[src/rtl/if_id_fetch_buffer.sv]
// Elastic IF/ID buffer: DEPTH-entry FIFO of {PC+4, instruction}, 1-cycle fill latency, no bypass.
// Backpressure: InReady drops only when full (PCoff = ~InReady), independent of OutReady; Flush empties it.
module if_id_fetch_buffer #(
  parameter int DEPTH  = 2,
  parameter int DATA_W = 32,
  parameter int PTR_W  = 1
) (
  input  logic              Clk,
  input  logic              Reset,
  input  logic              Flush,
  input  logic              InValid,
  input  logic [DATA_W-1:0] PCPlus4In,
  input  logic [DATA_W-1:0] InstructionIn,
  output logic              InReady,
  output logic              OutValid,
  input  logic              OutReady,
  output logic [DATA_W-1:0] PCPlus4Out,
  output logic [DATA_W-1:0] InstructionOut,
  output logic [PTR_W:0]    Count
);

  typedef struct packed {
    logic [DATA_W-1:0] pc_plus4;
    logic [DATA_W-1:0] instr;
  } entry_t;

  localparam logic [PTR_W:0] L_FULL = (PTR_W + 1)'(DEPTH);

  entry_t           r_mem [DEPTH];
  logic [PTR_W-1:0] r_rd_ptr;
  logic [PTR_W-1:0] r_wr_ptr;
  logic [PTR_W:0]   r_count;

  logic [PTR_W-1:0] w_rd_ptr_nxt;
  logic [PTR_W-1:0] w_wr_ptr_nxt;
  logic [PTR_W:0]   w_count_nxt;
  logic             w_in_ready;
  logic             w_out_valid;
  logic             w_push;
  logic             w_pop;
  entry_t           w_in_entry;
  entry_t           w_head;

  // Ready/valid come from registered occupancy only, so there is no OutReady->InReady path.
  assign w_in_ready  = (r_count != L_FULL);
  assign w_out_valid = (r_count != '0);
  assign w_push      = InValid & w_in_ready & ~Flush;
  assign w_pop       = w_out_valid & OutReady & ~Flush;

  assign w_in_entry.pc_plus4 = PCPlus4In;
  assign w_in_entry.instr    = InstructionIn;
  assign w_head              = w_out_valid ? r_mem[r_rd_ptr] : '0;

  always_comb begin
    w_rd_ptr_nxt = r_rd_ptr;
    w_wr_ptr_nxt = r_wr_ptr;
    w_count_nxt  = r_count;
    if (Flush) begin
      w_rd_ptr_nxt = '0;
      w_wr_ptr_nxt = '0;
      w_count_nxt  = '0;
    end else begin
      // DEPTH is a power of two, so natural pointer overflow is the modulo wrap.
      if (w_push) w_wr_ptr_nxt = r_wr_ptr + PTR_W'(1);
      if (w_pop)  w_rd_ptr_nxt = r_rd_ptr + PTR_W'(1);
      case ({w_push, w_pop})
        2'b10:   w_count_nxt = r_count + (PTR_W + 1)'(1);
        2'b01:   w_count_nxt = r_count - (PTR_W + 1)'(1);
        default: w_count_nxt = r_count;
      endcase
    end
  end

  always_ff @(posedge Clk) begin
    if (!Reset) begin
      r_rd_ptr <= '0;
      r_wr_ptr <= '0;
      r_count  <= '0;
    end else begin
      r_rd_ptr <= w_rd_ptr_nxt;
      r_wr_ptr <= w_wr_ptr_nxt;
      r_count  <= w_count_nxt;
    end
  end

  always_ff @(posedge Clk) begin
    if (Reset && w_push) begin
      r_mem[r_wr_ptr] <= w_in_entry;
    end
  end

  assign InReady        = w_in_ready;
  assign OutValid       = w_out_valid;
  assign PCPlus4Out     = w_head.pc_plus4;
  assign InstructionOut = w_head.instr;
  assign Count          = r_count;

endmodule

[config.mk]
export PLATFORM = sky130hd
export DESIGN_NAME = if_id_fetch_buffer
export DESIGN_NICKNAME = d
export VERILOG_FILES = /design/src/rtl/if_id_fetch_buffer.sv
export SDC_FILE = /design/constraint.sdc
export NUM_CORES = 1
export LEC_CHECK = 0
export BUFFER_PORTS_ARGS = -buffer_cell sky130_fd_sc_hd__buf_2
export CAP_MARGIN = 20
export CORE_ASPECT_RATIO = 0.6
export CORE_MARGIN = 4
export CORE_UTILIZATION = 49
export CTS_BUF_LIST = sky130_fd_sc_hd__clkbuf_16
export DETAILED_ROUTE_END_ITERATION = 16
export PLACE_DENSITY = 0.75
export SLEW_MARGIN = 20
export SYNTH_ARGS = -nofsm -noshare
export SYNTH_HDL_FRONTEND = slang
export SYNTH_SLANG_ARGS = --single-unit
[constraint.sdc]
create_clock -name Clk -period 13.9 [get_ports Clk]
set_input_delay 4.17 -clock Clk [delete_from_list [all_inputs] [get_ports Clk]]
set_output_delay 4.17 -clock Clk [all_outputs]
set_load 0.02 [all_outputs]
# Yosys cells after proc, flatten, opt, wreduce, memory -nomap -nowiden
# Memories as Yosys holds them, arrays and structs flattened. A register that Yosys moved wholly into a read port is not among the register bits.
# Cells that the tools add are included.
# W data, S select, Z words.
[op_classes]
n_bitwise = 6
muxes = 6
n_reduce_logical = 4
n_eq_ne = 3
n_addsub = 4
[op_table]
columns = ["operator", "count"]
rows = [
  ["$mux W64", 1],
  ["$and A1 B1 Y1", 4],
  ["$mux W1", 4],
  ["$pmux W2 S2", 1],
  ["$reduce_bool A2 Y1", 2],
  ["$add A1 B1 Y1 const B", 2],
  ["$add A2 B1 Y2 const B", 1],
  ["$eq A2 B1 Y1 const B", 1],
  ["$eq A2 B2 Y1 const B", 1],
  ["$ne A2 B2 Y1 const B", 1],
  ["$not A1 Y1", 2],
  ["$reduce_or A2 Y1", 1],
  ["$sub A2 B1 Y2 const B", 1],
  ["$logic_and A1 B1 Y1", 1],
]
[totals]
reg_bits = 4
n_memories = 1
wordCells = 27
mem_bits_rw = 128
[memory_table]
columns = ["name", "words", "width", "read_ports", "rd_ports_with_merged_regs", "wr", "line", "text"]
rows = [
  ["r_mem", 2, 64, 1, 1, 1, "29", "entry_t r_mem [DEPTH];"],
]

# Depth between registers and ports, before layout
[depth]
depth_word = 6
mapped_depth = 6
mapped_depth_nobuf = 6

# Least setup slack after synthesis
# No wires, ideal clock.
[synth_timing]
kind = "input to register"
from = "input Flush"
to = "memory r_mem[0][0] in the netlist's numbering, enable pin"
cell_stages = 3
setup_slack_ps = 4625
path_buffers = 0
setup_time_ps = 565
arrival_time_ps = 8711
path_cell_list = "inv_1 nand2_1 nor3_1"
[synth_between]
elab_chain_len = 5
[synth_lines]
columns = ["item", "line", "text"]
rows = [
  ["start, declared", "10", "input logic Flush,"],
  ["$not A1 Y1", "47", "assign w_push = InValid & w_in_ready & ~Flush;"],
  ["$and A1 B1 Y1", "47", ""],
  ["$logic_and A1 B1 Y1", "87", "if (Reset && w_push) begin"],
  ["$mux W1", "87", ""],
  ["$mux W1 (not written as such)", "88", "r_mem[r_wr_ptr] <= w_in_entry;"],
  ["end, declared", "29", ""],
]
# No other way between the ends.

# Final worst setup path
[layout_timing]
from = "register r_count[1], in the netlist Count[1]"
to = "output InstructionOut[25]"
[layout_between]
elab_chain_len = 2
[layout_lines]
columns = ["item", "line", "text"]
rows = [
  ["start, declared", "32", "logic [PTR_W:0] r_count;"],
  ["start signal, assigned", "82", "r_count <= w_count_nxt;"],
  ["$reduce_bool A2 Y1", "46", "assign w_out_valid = (r_count != '0);"],
  ["$mux W64", "52", "assign w_head = w_out_valid ? r_mem[r_rd_ptr] : '0;"],
  ["end, declared", "18", "output logic [DATA_W-1:0] InstructionOut,"],
]
# No other way between the ends.

==> metrics.txt <==
Vias=2964; Area Overhead vs Synth=27.3%; final core utilization=64.5%; Seq cells post-synth=133; worst min-delay path class=reg -> reg; R2R setup slack=12.00 ns; critical path endpoint category=output pin; die footprint=12000 sq um; Ant. Diodes=0; Initial Utilization=50.7%; largest net degree at the start of global routing=65; clock buffer depth=2; complex-gate fraction of the synthesized area=0.546%; power density over the cells=137 nW/um^2; hold endpoint=r_rd_ptr; GPL Wtd Cong=0.745; GR Util All Layers=16.5%; FMAX=159 MHz; Cell Area, Synth=5040 sq um; CP bufs+invs=2; layout cells sized above 1=37.7%; hold path start=r_rd_ptr; crit-path max FO=40; row cnt=28; clk sinks=133; Distinct cells, synth=19; Synth Area in XOR/XNOR=0.521%; RSZ-0062 raised after global routing=false; post-cts sizing count=0; Flop pwr share=51.1%; Die W=139 microns; asr flop ratio synth=0%; Pleak=2.42 nW; kind of critical path=reg -> out; CTS tree=yes; post-synth top area cell=edfxtp_1; combinational share of power=4.9%; WL/cell=16.2 microns; Worst Skew=0.00586 ns; Synth Area in Simple Gates=5.93%; antenna violations before repair=1; number of global-route vias before repair=3023; H-tree lvl count=4; Post-Synth Adder-Cell Area=0.248%; NetSw=178 uW; Nets=517; pins over their slew limit=0; Yosys Warn Count=0; final setup violation count=0; Syn Inst Count=300; syn_area_per_cell=16.8 sq um; maximum vdd drop=0.0000887 V; final std cells w/o fill=594; TNS Setup=0 ns; cell count after placement=562; Worst-Margin Slew=0.603 ns; Area contributors post-synth=edfxtp_1, mux2i_1, nor2_1; Post-synth EDFFs=128; Hold Path Stages=2; root buf cell=clkbuf_16; Synth Net Count=370; drt total wl=9.62 mm; number of remaining DRC errors=0; multi-input logic area=1020 sq um; worst setup margin=7.59 ns; first-pass GRT wire length=15.2 mm; Req. time, crit path=9.73 ns; Initial DRC Count=161; pre-CTS setup slack=8.01 ns; critical-path cell list=nor2_4 -> buf_4 -> nor2_1 -> buf_2; ANT nets after route=0; P_int=704 uW; Tcrit/Tclk final=45.4%; power share of the clock group=44.0%; post-CTS setup repair buffer count=0; Synth top area share=76.2%; DRT Pass-1 Iters=4; Sw Ratio=20.2%; outcome=completed; Die Ht=86.6 microns; reg2reg start=Count[0]; r2r worst-path depth=4; Top delay family on crit path=buffers and inverters; Power Total=882 uW; Skew-Pair Late Insertion Delay=0.40 ns; RR Endpoint=r_mem[1][28]; max_cap viols=0; Post-synth top flop=edfxtp_1; Fin. Hold Viols=0; Slew headroom=59.7%; Slowest cell on crit path=nor2_4; critical path data arrival time=2.14 ns; core area=9950 sq um; mux share of post-synthesis cell area=12.7%; placement-stage cell area=5870 sq um; # hold bufs at CTS=0; FF/Latch Area=3950 sq um; grt ovf=0; Hold WS=0.510 ns; Clock Pin Slew Worst Setup and Hold Paths=0.05 ns; Inserted Clock Buffers=17; Crit path largest cell delay=0.52 ns; Detail Placement HPWL=6.09 mm; largest family of logic cells by synthesized area=multiplexers; post-route design area=6420 sq um; DR vias/cell=4.99; Worst setup SP type=flip-flop; PortBufs=136; min cycle time layout=6.31 ns; register area share after synthesis=78.2%; IO Pins=137; fillers=773
-- cell usage in the layout, fill, tap and decap left out, types with 2 or more instances in the layout --
cell type   Yosys  final
buf_2           7    136
edfxtp_1      128    128
nor2_1         69     68
mux2i_1        64     64
clkbuf_16       0     17
inv_1           3      6
clkinv_2        0      6
buf_4           6      5
dfxtp_1         5      4
o21ai_0         2      2
nand3_1         2      2
nand2_1         2      2
nor3_2          0      2
xor2_1          2      2
a21oi_1         2      2
clkinvlp_4      0      2
-- area by class of cell --
| type | instances | share of cell area (%) |
|---|---|---|
| inverters | 3 | 0.175 |
| flip-flops and latches | 133 | 61.5 |
| clock inverters | 14 | 1.54 |
| repair buffers | 142 | 11.6 |
| well taps | 135 | 2.63 |
| clock buffers | 17 | 6.63 |
| multi-input cells | 150 | 15.9 |
-- worst max path at each step --
stage               startpoint            endpoint  slack, ns  depth (start not counted)
floorplan                Flush         r_mem[0][0]       4.62                          3
global placement      Count[1]  InstructionOut[30]       8.03                          4
detailed placement    Count[1]  InstructionOut[23]       8.01                          4
CTS                   Count[1]  InstructionOut[25]       7.54                          4
global route          Count[1]  InstructionOut[16]       7.42                          4
finish                Count[1]  InstructionOut[25]       7.59                          4
-- worst min-delay path: stages (launching register included) --
cell	delay (ns)
dfxtp_1	0.32
xor2_1	0.08
nor2_1	0.08
-- Yosys cell counts, drive strengths merged, types with 2 or more instances --
| cell type | instances |
|---|---|
| xor2 | 2 |
| o21ai | 2 |
| nand2 | 2 |
| mux2i | 64 |
| edfxtp | 128 |
| nor3 | 2 |
| dfxtp | 5 |
| inv | 3 |
| buf | 13 |
| nand3 | 2 |
| a21oi | 2 |
| nor2 | 69 |
-- layer usage --
metal	track usage, %	vias up	share of wire [%]
li1	-	1401	-
met1	21.3	1442	45
met2	25.3	108	46
met3	7.11	11	8.3
met4	6.13	2	0.76
met5	0	-	0.073
-- logic make-up after synthesis --
family	count (synthesis)
AO/OA/AOI/OAI	5
XOR/XNOR	3
adder cells (fa/ha/maj)	1
buffers and inverters	17
flip-flops	133
multiplexers	64
AND/OR/NAND/NOR	77
-- power by group through the flow --
stage / logic [mW] / clock network (mW) / registers (mW)
finish: 0.0432 / 0.388 / 0.450
floorplan: 0.0219 / 0 / 0.459
global placement: 0.0414 / 0 / 0.459
detailed placement: 0.0426 / 0 / 0.459
global route: 0.0473 / 0.420 / 0.450
CTS: 0.0429 / 0.398 / 0.451
-- flip-flops by register name, indices dropped and copies added, names as in the netlist, named ones only --
| name | cells |
|---|---|
| r_mem | 128 |
| Count | 2 |
| r_wr_ptr | 1 |
| r_rd_ptr | 1 |
Power figures use the tool's default switching activity.
